### src/rtl/sorteio_classes_if.sv
// Bus between the control unit and the role-draw block: start/seed, read port, status.
interface sorteio_classes_if;
    logic       inicia;
    logic [7:0] seed;
    logic [2:0] jogador;
    logic       mostra;
    logic [1:0] classe;
    logic       classe_valida;
    logic       pronto;
    logic       ocupado;
    logic [2:0] db_estado;

    modport master (
        output inicia, seed, jogador, mostra,
        input  classe, classe_valida, pronto, ocupado, db_estado
    );

    modport slave (
        input  inicia, seed, jogador, mostra,
        output classe, classe_valida, pronto, ocupado, db_estado
    );
endinterface

### src/rtl/sorteio_classes.sv
// Draws player roles (lobo, vidente, medico, aldeao) into an 8-entry table using an LFSR.
//
// state    | meaning
// OCIOSO   | idle, no table held
// LIMPA    | clear table, flags and role counter
// SORTEIA  | step the LFSR to produce a candidate
// VERIFICA | place role(k) on candidate if free, else retry
// PRONTO   | complete table held and readable
module sorteio_classes #(
    parameter int N_LOBOS = 2
) (
    input logic              clock,
    input logic              reset,
    sorteio_classes_if.slave bus
);

    typedef enum logic [2:0] {
        OCIOSO   = 3'd0,
        LIMPA    = 3'd1,
        SORTEIA  = 3'd2,
        VERIFICA = 3'd3,
        PRONTO   = 3'd4
    } estado_t;

    localparam logic [7:0] LFSR_INIT = 8'hA5;

    estado_t    estado_q, estado_d;
    logic [1:0] role_q [8];
    logic [1:0] role_d [8];
    logic [7:0] ocup_q, ocup_d;
    logic [2:0] k_q, k_d;
    logic [7:0] lfsr_q, lfsr_d;
    logic [2:0] cand;

    function automatic logic [7:0] lfsr_step(input logic [7:0] q);
        return {q[6:0], q[7] ^ q[5] ^ q[4] ^ q[3]};
    endfunction

    function automatic logic [1:0] role_of(input logic [2:0] k);
        if (k < 3'(N_LOBOS))       return 2'b01;
        else if (k == 3'(N_LOBOS)) return 2'b10;
        else                       return 2'b11;
    endfunction

    assign cand = lfsr_q[2:0];

    always_ff @(posedge clock or posedge reset) begin
        if (reset) begin
            estado_q <= OCIOSO;
            for (int i = 0; i < 8; i++) role_q[i] <= 2'b00;
            ocup_q   <= '0;
            k_q      <= '0;
            lfsr_q   <= LFSR_INIT;
        end else begin
            estado_q <= estado_d;
            role_q   <= role_d;
            ocup_q   <= ocup_d;
            k_q      <= k_d;
            lfsr_q   <= lfsr_d;
        end
    end

    always_comb begin
        estado_d = estado_q;
        role_d   = role_q;
        ocup_d   = ocup_q;
        k_d      = k_q;
        lfsr_d   = lfsr_q;
        case (estado_q)
            OCIOSO, PRONTO: begin
                if (bus.inicia) begin
                    estado_d = LIMPA;
                    lfsr_d   = (bus.seed == 8'h00) ? LFSR_INIT : bus.seed;
                end
            end
            LIMPA: begin
                for (int i = 0; i < 8; i++) role_d[i] = 2'b00;
                ocup_d   = '0;
                k_d      = '0;
                estado_d = SORTEIA;
            end
            SORTEIA: begin
                lfsr_d   = lfsr_step(lfsr_q);
                estado_d = VERIFICA;
            end
            VERIFICA: begin
                if (ocup_q[cand]) begin
                    estado_d = SORTEIA;
                end else begin
                    role_d[cand] = role_of(k_q);
                    ocup_d[cand] = 1'b1;
                    k_d          = k_q + 3'd1;
                    // k_q is the index of the role just written; the last one is medico
                    estado_d     = (k_q == 3'(N_LOBOS + 1)) ? PRONTO : SORTEIA;
                end
            end
            default: estado_d = OCIOSO;
        endcase
    end

    always_comb begin
        bus.pronto        = (estado_q == PRONTO);
        bus.ocupado       = (estado_q == LIMPA) || (estado_q == SORTEIA) || (estado_q == VERIFICA);
        bus.classe_valida = bus.pronto && bus.mostra;
        bus.classe        = bus.classe_valida ? role_q[bus.jogador] : 2'b00;
        case (estado_q)
            OCIOSO, LIMPA, SORTEIA, VERIFICA, PRONTO: bus.db_estado = estado_q;
            default:                                  bus.db_estado = 3'b111;
        endcase
    end

endmodule

### src/flat_wrapper.sv
// flat-port wrapper written by rule: the top's interface ports become plain ports
module sorteio_classes_flat 
#(
    parameter int N_LOBOS = 2
)
  (clock, reset, bus_inicia, bus_seed, bus_jogador, bus_mostra, bus_classe, bus_classe_valida, bus_pronto, bus_ocupado, bus_db_estado);
  sorteio_classes_if bus_i ();
  input logic clock;
  input logic reset;
  input wire logic [$bits(bus_i.inicia)-1:0] bus_inicia;
  input wire logic [$bits(bus_i.seed)-1:0] bus_seed;
  input wire logic [$bits(bus_i.jogador)-1:0] bus_jogador;
  input wire logic [$bits(bus_i.mostra)-1:0] bus_mostra;
  output wire logic [$bits(bus_i.classe)-1:0] bus_classe;
  output wire logic [$bits(bus_i.classe_valida)-1:0] bus_classe_valida;
  output wire logic [$bits(bus_i.pronto)-1:0] bus_pronto;
  output wire logic [$bits(bus_i.ocupado)-1:0] bus_ocupado;
  output wire logic [$bits(bus_i.db_estado)-1:0] bus_db_estado;
  assign bus_i.inicia = bus_inicia;
  assign bus_i.seed = bus_seed;
  assign bus_i.jogador = bus_jogador;
  assign bus_i.mostra = bus_mostra;
  assign bus_classe = bus_i.classe;
  assign bus_classe_valida = bus_i.classe_valida;
  assign bus_pronto = bus_i.pronto;
  assign bus_ocupado = bus_i.ocupado;
  assign bus_db_estado = bus_i.db_estado;
  sorteio_classes #(.N_LOBOS(N_LOBOS)) u_core (.clock(clock), .reset(reset), .bus(bus_i));
endmodule
### config.mk
export PLATFORM = sky130hd
export DESIGN_NAME = sorteio_classes_flat
export DESIGN_NICKNAME = d
export VERILOG_FILES = /design/src/rtl/sorteio_classes_if.sv /design/src/rtl/sorteio_classes.sv /design/src/flat_wrapper.sv
export SDC_FILE = /design/constraint.sdc
export NUM_CORES = 1
export LEC_CHECK = 0
export CAP_MARGIN = 15
export CORE_AREA = 2 2 71 73
export CTS_CLUSTER_SIZE = 16
export DETAILED_ROUTE_END_ITERATION = 8
export DIE_AREA = 0 0 73 75
export MAX_ROUTING_LAYER = met4
export PLACE_DENSITY_LB_ADDON = 0.1
export SETUP_SLACK_MARGIN = 0.4
export SLEW_MARGIN = 20
export SYNTH_ARGS = -nofsm -noshare
export SYNTH_HDL_FRONTEND = slang
export SYNTH_SLANG_ARGS = --single-unit
### constraint.sdc
create_clock -name clock -period 3.75 [get_ports clock]
set_clock_uncertainty 0.15 [all_clocks]
set_input_delay 0.75 -clock clock [delete_from_list [all_inputs] [get_ports clock]]
set_output_delay 0.75 -clock clock [all_outputs]
set_load 0.02 [all_outputs]
Yosys cells after proc, flatten, opt, wreduce, memory -nomap -nowiden
Index checks and enable logic that the tools add are counted.
{"block": "op_classes", "n_eq_ne": 8, "magnitude_cmp": 6, "n_reduce_logical": 13, "n_bitwise": 6, "n_addsub": 1, "muxes": 29}
{"op": "$pmux W16 S2", "count": 1}
{"op": "$pmux W8 S2", "count": 2}
{"op": "$mux W8", "count": 3}
{"op": "$bwmux W16", "count": 1}
{"op": "$mux W16", "count": 1}
{"op": "$mux W3", "count": 5}
{"op": "$mux W2", "count": 7}
{"op": "$eq A3 B2 Y1 const B", "count": 4}
{"op": "$pmux W3 S4", "count": 1}
{"op": "$ge A4 B4 Y1 const B", "count": 2}
{"op": "$logic_not A8 Y1", "count": 1}
{"op": "$not A3 Y4", "count": 2}
{"op": "$or A8 B8 Y8", "count": 1}
{"op": "$bmux W2 S3", "count": 1}
{"op": "$demux W2 S3", "count": 1}
{"op": "$pmux W3 S2", "count": 1}
{"op": "$reduce_or A5 Y1", "count": 1}
{"op": "$lt A3 B4 Y1 const B", "count": 1}
{"op": "$lt A4 B1 Y1 const B", "count": 1}
{"op": "$ne A2 B2 Y1 const B", "count": 2}
{"op": "$reduce_and A2 Y1", "count": 2}
{"op": "$reduce_bool A2 Y1", "count": 2}
{"op": "$add A3 B1 Y3 const B", "count": 1}
{"op": "$bmux W1 S3", "count": 1}
{"op": "other kinds (11)", "count": 18}
{"block": "totals", "elab_cells": 75, "input_bits": 15, "register_bits": 38}

Longest topological paths before layout
Gate-level depths: netlist (run 1).
{"block": "logic_depth", "depth_word": 8, "mapped_depth": 7, "ltp_nobuf": 6}

Worst setup path after synthesis (run 1)
OpenSTA, ideal clock, no wires.
{"block": "synth_path", "path_kind": "input-to-output", "from": "in bus_jogador[0]", "to": "out bus_classe[0]", "arrival_time_ns": 1.455, "setup_slack_ns": 1.395, "stages": 3, "path_buffers": 0, "path_cell_list": "mux4_2 -> mux2i_1 -> nor2_1"}
{"block": "synth_via", "elab_chain_len": 5}
{"element": "start: declaration", "line": "flat_wrapper.sv:12", "rtl": "input wire logic [$bits(bus_i.jogador)-1:0] bus_jogador;"}
{"element": "$not A3 Y4 (implied by the code)", "line": "sorteio_classes.sv:105", "rtl": "bus.classe = bus.classe_valida ? role_q[bus.jogador] : 2'b00;"}
{"element": "$bmux W2 S3", "line": "sorteio_classes.sv:105"}
{"element": "$mux W2 (implied by the code) (2 in series)", "line": "sorteio_classes.sv:105"}
{"element": "$mux W2", "line": "sorteio_classes.sv:105"}
{"element": "end: declaration", "line": "flat_wrapper.sv:14", "rtl": "output wire logic [$bits(bus_i.classe)-1:0] bus_classe;"}
No other way between the ends. The select of a mux whose other input is x is not followed.

Worst setup path in the final report (run 1)
{"block": "layout_path", "from": "in bus_jogador[1]", "to": "out bus_classe[0]"}
The elaborated chain is that of the path after synthesis.

==> results of run 1 <==
-- critical path, stage by stage --
cell and delay (ps):
clkdlybuf4s50_1 550, mux4_2 320, mux2i_1 160, nor2_1 60, clkdlybuf4s50_1 530
-- routing by layer --
| metal | share of wire, % | up-vias | global-route usage [%] |
|---|---|---|---|
| met1 | 49 | 785 | 27.2 |
| met2 | 44 | 40 | 28.6 |
| met4 | 2.3 | 0 | 7.61 |
| li1 | - | 822 | - |
| met3 | 4.1 | 10 | 4.02 |
| met5 | 0 | - | - |
-- cells by family after synthesis --
group,Yosys count,synth area share (%)
AND/OR/NAND/NOR,86,20.3
AO/OA/AOI/OAI,48,16.4
buffers and inverters,24,5.19
multiplexers,13,8.99
adder cells (fa/ha/maj),3,1.81
XOR/XNOR,3,1.27
flip-flops,38,46.1
-- flip-flops by register name, indices dropped and copies added, names as in the netlist --
name             cells
u_core.k_q           3
u_core.lfsr_q        8
u_core.ocup_q        8
u_core.estado_q      3
u_core.role_q       16
-- stage by stage --
stage | hold WS, ps | util (%) | worst slack, ps | cell area, um2 | cells
floorplan | 309 | - | 1400 | 2070 | 215
global route | 387 | 52.3 | 405 | 2440 | 291
finish | 355 | 52.3 | 482 | 2440 | 291
global placement | 331 | 49.9 | 188 | 2330 | 283
CTS | 360 | 52.3 | 446 | 2440 | 291
detailed placement | 344 | 49.9 | 181 | 2330 | 283
-- timing repair --
action                                  CTS  global route
pin swaps                                 0             0
setup buffers                             0             0
cloned                                    0             0
endpoints found under the setup margin    2             2
hold endpoints to repair                  0             0
hold buffers                              0             0
gates resized for setup                   1             1
-- cell usage in the layout, fill, tap and decap left out, types with 2 or more instances in the layout --
master           netlist  layout
a21oi_1                7       7
a22o_1                 5       5
a22oi_1                4       4
a32o_1                 2       2
buf_4                  0       3
clkbuf_8               0       5
clkdlybuf4s50_1        0      21
clkinvlp_4             0       2
dfrtp_1               34      34
dfstp_2                4       4
ha_1                   3       3
inv_1                 13      13
mux2i_1                7       7
mux4_2                 4       4
nand2_1               28      28
nand2b_1               3       3
nand3_1                4       4
nand3b_1               3       3
nor2_1                26      26
nor2b_1                2       2
nor3_1                 7       7
nor3b_2                2       2
o211ai_1               2       2
o21ai_0                6       6
o22ai_1                5       5
o311ai_0               3       3
o31ai_1                3       3
o32ai_1                2       2
or3_1                  3       3
or4_1                  3       3
xnor2_1                2       2
-- area by class of cell --
class	instances	area share, %
Multi-Input combinational cell	153	41.4
Sequential cell	38	39.2
Timing Repair Buffer	25	9.95
Clock buffer	5	2.82
Tap cell	54	2.77
Inverter	13	2.00
Clock inverter	3	1.85
-- power breakdown --
part	switching, W	internal, W	leakage, nW	total, W
logic	0.000551	0.000435	0.513	0.000986
registers	0.000181	0.000609	0.468	0.000790
clock network	0.000155	0.000198	0.0504	0.000353
-- final timing paths --
path / from / endpoint / slack, ps / cells past startpoint
setup / recovery: bus_jogador[1] / bus_classe[0] / 480 / 5
hold / removal: u_core.lfsr_q[5]$_DFFE_PP1P_ / u_core.lfsr_q[5]$_DFFE_PP1P_ / 350 / 2
setup reg to reg: u_core.lfsr_q[0]$_DFFE_PP1P_ / u_core.estado_q[1]$_DFFE_PP0P_ / 1300 / 4
hold reg to reg: u_core.lfsr_q[5]$_DFFE_PP1P_ / u_core.lfsr_q[5]$_DFFE_PP1P_ / 350 / 2
max in group asynchronous: reset / u_core.lfsr_q[5]$_DFFE_PP1P_ / 2130 / 3
min in group asynchronous: reset / u_core.ocup_q[2]$_DFFE_PP0P_ / 570 / 2
==> impl_metrics.py, run 1 <==
metrics = {
    "floorplanning": {
        "die_h_um": 75,
        "start_util_pct": 44.5,
        "io_pins": 23,
        "rows": 25,
        "core_area_mm2": 0.00466,
        "die_width_um": 73,
        "dieArea_mm2": 0.00548,
    },
    "sta": {
        "maxSlewHeadroom_pct": 47.2,
        "finalHoldViolations": 0,
        "max_freq_mhz": 306,
        "slew_violations": 0,
        "grt_setup_unrepaired": "false",
        "finalCritPeriodShare_pct": 87.2,
        "max_slew.worst_pin.slew_ps": 791,
        "finalCriticalPeriod_ps": 3270,
        "tns_ps": 0,
        "finalSetupViolCount": 0,
    },
    "drt": {
        "drt_iter0_drc": 116,
        "dr_total_vias": 1657,
        "wl_per_cell_um": 16.2,
        "drc": 0,
        "ant_nets": 0,
        "wl_mm": 4.73,
        "viasPerCell": 5.69,
        "dr.pass1.iters": 4,
    },
    "placement": {
        "port_buffers": 22,
        "gp_congestion": 0.780,
        "dp_hpwl_mm": 3.40,
    },
    "logic_synthesis": {
        "synth_edf_count": 0,
        "synth_most_common_cell": "dfrtp_1",
        "yosysWarnings": 0,
        "yosysUniqueCellTypes": 47,
        "yosysTopAreaCellShare_pct": 41.0,
        "syn-cell-area_mm2": 0.00207,
        "synthCells": 215,
        "synth.area.top_cells": "dfrtp_1, dfstp_2, nand2_1, nor2_1, mux4_2",
        "synth_ff_type": "dfrtp_1",
        "ys_ff_latch": 38,
        "yosysSeqAreaShare_pct": 46.1,
        "synth_nets": 233,
        "yosysTopAreaCell": "dfrtp_1",
        "synth.avg_cell_area_um2": 9.65,
        "synthTopCellsByCount": "dfrtp_1, nand2_1, nor2_1, inv_1",
        "synthArstFlopShare_pct": 100,
    },
    "layout": {
        "num-nets-final": 254,
        "fillerInstances": 417,
        "multi_input_area_mm2": 0.00101,
        "drive_gt1_share_pct": 11.0,
        "ff_latch_area_um2": 956,
        "diodes": 0,
        "syn_to_final_growth_pct": 17.6,
    },
    "clock_network": {
        "cts_buffers": 5,
        "cts_tree": "done",
        "ctsRootBufferMaster": "clkbuf_8",
        "clock_latency_ps": 300,
        "cts_buffer_depth": 2,
        "clock-sinks": 38,
        "h-tree-depth": 2,
        "cts.clk_slew.worst_paths_ps": 80,
    },
    "global_routing": {
        "grt_max_degree": 29,
        "antenna_found_initial": 0,
        "gr-total-overflow": 0,
        "grt_pass1_wl_mm": 7.94,
        "grt_use_total_pct": 19.7,
        "grt_pass1_vias": 1628,
    },
    "worst_setup_path": {
        "end_kind": "output port",
        "required_ps": 2850,
        "critPathArrivalTime_ps": 2370,
        "worstPathMaxFanout": 4,
        "path_class": "input pin to output port",
        "cp-start-kind": "input pin",
    },
    "power": {
        "design_power_total_w": 0.00213,
        "powerDensity_mw_per_mm2": 873,
        "power.leakage_nw": 1.03,
        "ir_drop_mv": 0.329,
    },
    "min_path": {
        "min_path_type": "flop to flop",
    },
    "run": {
        "max-cap-violations": 0,
    },
    "run_status": {
        "status": "finished, final reports clean",
    },
}
Power figures use the tool's default switching activity.
==> inputs of run 2 (changes only) <==
Settings changed: ABC_AREA set to 1, CORE_AREA 2 2 71 73 to 2 2 74 76, DIE_AREA 0 0 73 75 to 0 0 76 78.
Clock period 3.75 ns to 3.4 ns, I/O delays scaled along.
==> run 2 against run 1 <==
Net effect:
- routed wire length rose by 2.9%
- first-iteration DRC count down 22%
- sequential power is 4.7% lower
- clock-buffer cell count rose by 1
- global-route usage down 1.0 points
- highest routed layer unchanged
- critical path depth shrank 1
- synthesized cell count grew 37%
- combinational power up 16%
==> impl_metrics.py, run 2 <==
metrics = {
    "run_status": {
        "status": "finished, final reports clean",
    },
    "logic_synthesis": {
        "synth_edf_count": 0,
        "yosysTopAreaCell": "dfrtp_1",
        "yosysWarnings": 0,
        "ys_ff_latch": 38,
        "syn-cell-area_mm2": 0.00222,
        "synth.avg_cell_area_um2": 7.56,
        "synthArstFlopShare_pct": 100,
        "yosysUniqueCellTypes": 31,
        "yosysSeqAreaShare_pct": 43.0,
        "synth.area.top_cells": "dfrtp_1, nand2_1, nand3_1, inv_1, nor2_1",
        "synth_most_common_cell": "nand2_1",
        "synthCells": 294,
        "yosysTopAreaCellShare_pct": 38.3,
        "synthTopCellsByCount": "nand2_1, dfrtp_1, inv_1, nand3_1, nor2_1",
        "synth_ff_type": "dfrtp_1",
        "synth_nets": 312,
    },
    "global_routing": {
        "grt_use_total_pct": 18.7,
        "gr-total-overflow": 0,
        "antenna_found_initial": 0,
        "grt_pass1_vias": 1884,
        "grt_pass1_wl_mm": 8.74,
        "grt_max_degree": 39,
    },
    "placement": {
        "dp_hpwl_mm": 3.59,
        "port_buffers": 22,
        "gp_congestion": 0.798,
        "dpl_worst_slack_ps": 96.3,
    },
    "drt": {
        "dr_total_vias": 1890,
        "wl_per_cell_um": 12.5,
        "viasPerCell": 4.87,
        "ant_nets": 0,
        "drt_iter0_drc": 90,
        "wl_mm": 4.86,
        "dr.pass1.iters": 4,
        "drc": 0,
    },
    "clock_network": {
        "cts_buffer_depth": 2,
        "cts.clk_slew.worst_paths_ps": 80,
        "clock_latency_ps": 290,
        "cts_buffers": 5,
        "clock-sinks": 38,
        "h-tree-depth": 2,
        "postCtsHoldBufs": 0,
        "ctsRootBufferMaster": "clkbuf_8",
        "cts_tree": "done",
    },
    "floorplanning": {
        "die_h_um": 78,
        "rows": 26,
        "dieArea_mm2": 0.00593,
        "start_util_pct": 44.1,
        "io_pins": 23,
        "core_area_mm2": 0.00504,
        "die_width_um": 76,
    },
    "worst_setup_path": {
        "critPathArrivalTime_ps": 1980,
        "path_class": "input pin to output port",
        "end_kind": "output port",
        "critPathMostFrequentCell": "clkdlybuf4s50_1",
        "cp-start-kind": "input pin",
        "worstPathMaxFanout": 3,
        "required_ps": 2570,
        "cp_cell_sequence": "clkdlybuf4s50_1 > inv_1 > nor2_1 > clkdlybuf4s50_1",
        "critPathMaxStageDelay_ps": 630,
        "cp_slowest_cell": "clkdlybuf4s50_1",
    },
    "sta": {
        "finalCriticalPeriod_ps": 2810,
        "grt_setup_unrepaired": "false",
        "slew_violations": 0,
        "finalHoldViolations": 0,
        "max_freq_mhz": 357,
        "tns_ps": 0,
        "maxSlewHeadroom_pct": 68.2,
        "finalCritPeriodShare_pct": 82.5,
        "worst_slack_ps": 595,
        "max_slew.worst_pin.slew_ps": 477,
        "finalSetupViolCount": 0,
    },
    "power": {
        "ir_drop_mv": 0.471,
        "p_switching_w": 0.00107,
        "pwr-share-clk_pct": 14.7,
        "sw_frac_of_total_pct": 48.0,
        "p_seq_share_pct": 33.9,
        "power.leakage_nw": 1.28,
        "cellInternalPower_w": 0.00116,
        "combPwrFrac_pct": 51.4,
        "powerDensity_mw_per_mm2": 862,
    },
    "layout": {
        "layout_commonest_cell": "nand2_1",
        "utilization_pct": 51.1,
        "syn_to_final_growth_pct": 15.9,
        "diodes": 0,
        "drive_gt1_share_pct": 11.3,
        "num-nets-final": 335,
        "top_register": "u_core.role_q",
        "largest_reg_flops": 16,
        "reg_top3": "u_core.role_q: 16 flops, u_core.lfsr_q: 8 flops, u_core.ocup_q: 8 flops",
        "mostFrequentLayoutCells": "nand2_1, inv_1, dfrtp_1",
        "fillerInstances": 522,
    },
    "min_path": {
        "min_path_type": "flop to flop",
    },
    "run": {
        "max-cap-violations": 0,
    },
}
[run 2: layer usage]
layer  wire, um  vias up  global-route usage (%)
met5          0        -                       -
met4         60        0                    6.00
met3        149        7                    3.49
met2       2300       32                    30.3
met1       2350      859                    24.1
li1           -      992                       -
[run 2: through the flow]
stage	hold slack [ps]	instance area, um2	cells	power (W)
3_5_place_dp	315	2480	380	0.00191
3_3_place_gp	317	2480	380	0.00190
4_1_cts	334	2570	388	0.00224
6_report	325	2580	388	0.00222
2_1_floorplan	287	2220	294	0.00170
5_1_grt	353	2580	388	0.00243
[run 2: final timing paths]
kind / start / endpoint / slack (ps) / depth (start not counted)
hold reg to reg: u_core.role_q[2]$_DFFE_PP0P_ / u_core.role_q[2]$_DFFE_PP0P_ / 320 / 2
setup reg to reg: u_core.estado_q[0]$_DFFE_PP0P_ / u_core.role_q[2]$_DFFE_PP0P_ / 1340 / 8
setup / recovery: bus_mostra / bus_classe_valida / 590 / 4
hold / removal: u_core.role_q[2]$_DFFE_PP0P_ / u_core.role_q[2]$_DFFE_PP0P_ / 320 / 2
min in group asynchronous: reset / u_core.role_q[6]$_DFFE_PP0P_ / 660 / 3
max in group asynchronous: reset / u_core.lfsr_q[2]$_DFFE_PP1P_ / 2090 / 3
[run 2: cell type report]
| class | instances | area, um2 | share of cell area, % |
|---|---|---|---|
| sequential | 38 | 956 | 37.1 |
| clock inverter | 2 | 12.5 | 0.485 |
| tap | 70 | 87.6 | 3.40 |
| timing repair buffer | 24 | 234 | 9.08 |
| clock buffer | 6 | 82.6 | 3.20 |
| inverter | 41 | 159 | 6.17 |
| multi-input combinational | 207 | 1050 | 40.6 |
[run 2: timing repair]
action / CTS / global route
buffers inserted: 0 / 0
gates resized for setup: 2 / 6
pin swaps: 0 / 0
setup endpoints to repair: 2 / 3
[run 2: cells by family (layout without fill, tap and decap cells)]
logic type	Yosys count	in the layout	share of synthesized area [%]
xor+xnor	2	2	0.788
mux	2	2	0.900
compound gates	47	47	12.9
simple gates	153	153	30.4
buf+inv	49	73	10.3
flops	38	38	43.0
fa+ha+maj	3	3	1.69
[run 2: power groups by stage]
stage	registers [W]	clock network, W	logic, W
floorplan	0.000706	0	0.000993
global placement	0.000758	0	0.00114
detailed placement	0.000758	0	0.00115
CTS	0.000749	0.000337	0.00116
global route	0.000774	0.000358	0.00130
finish	0.000753	0.000326	0.00114
[run 2: worst max-delay path: cells and delay by family]
| family | cells | cell delay [ps] |
|---|---|---|
| buf+inv | 3 | 1130 |
| simple gates | 1 | 170 |
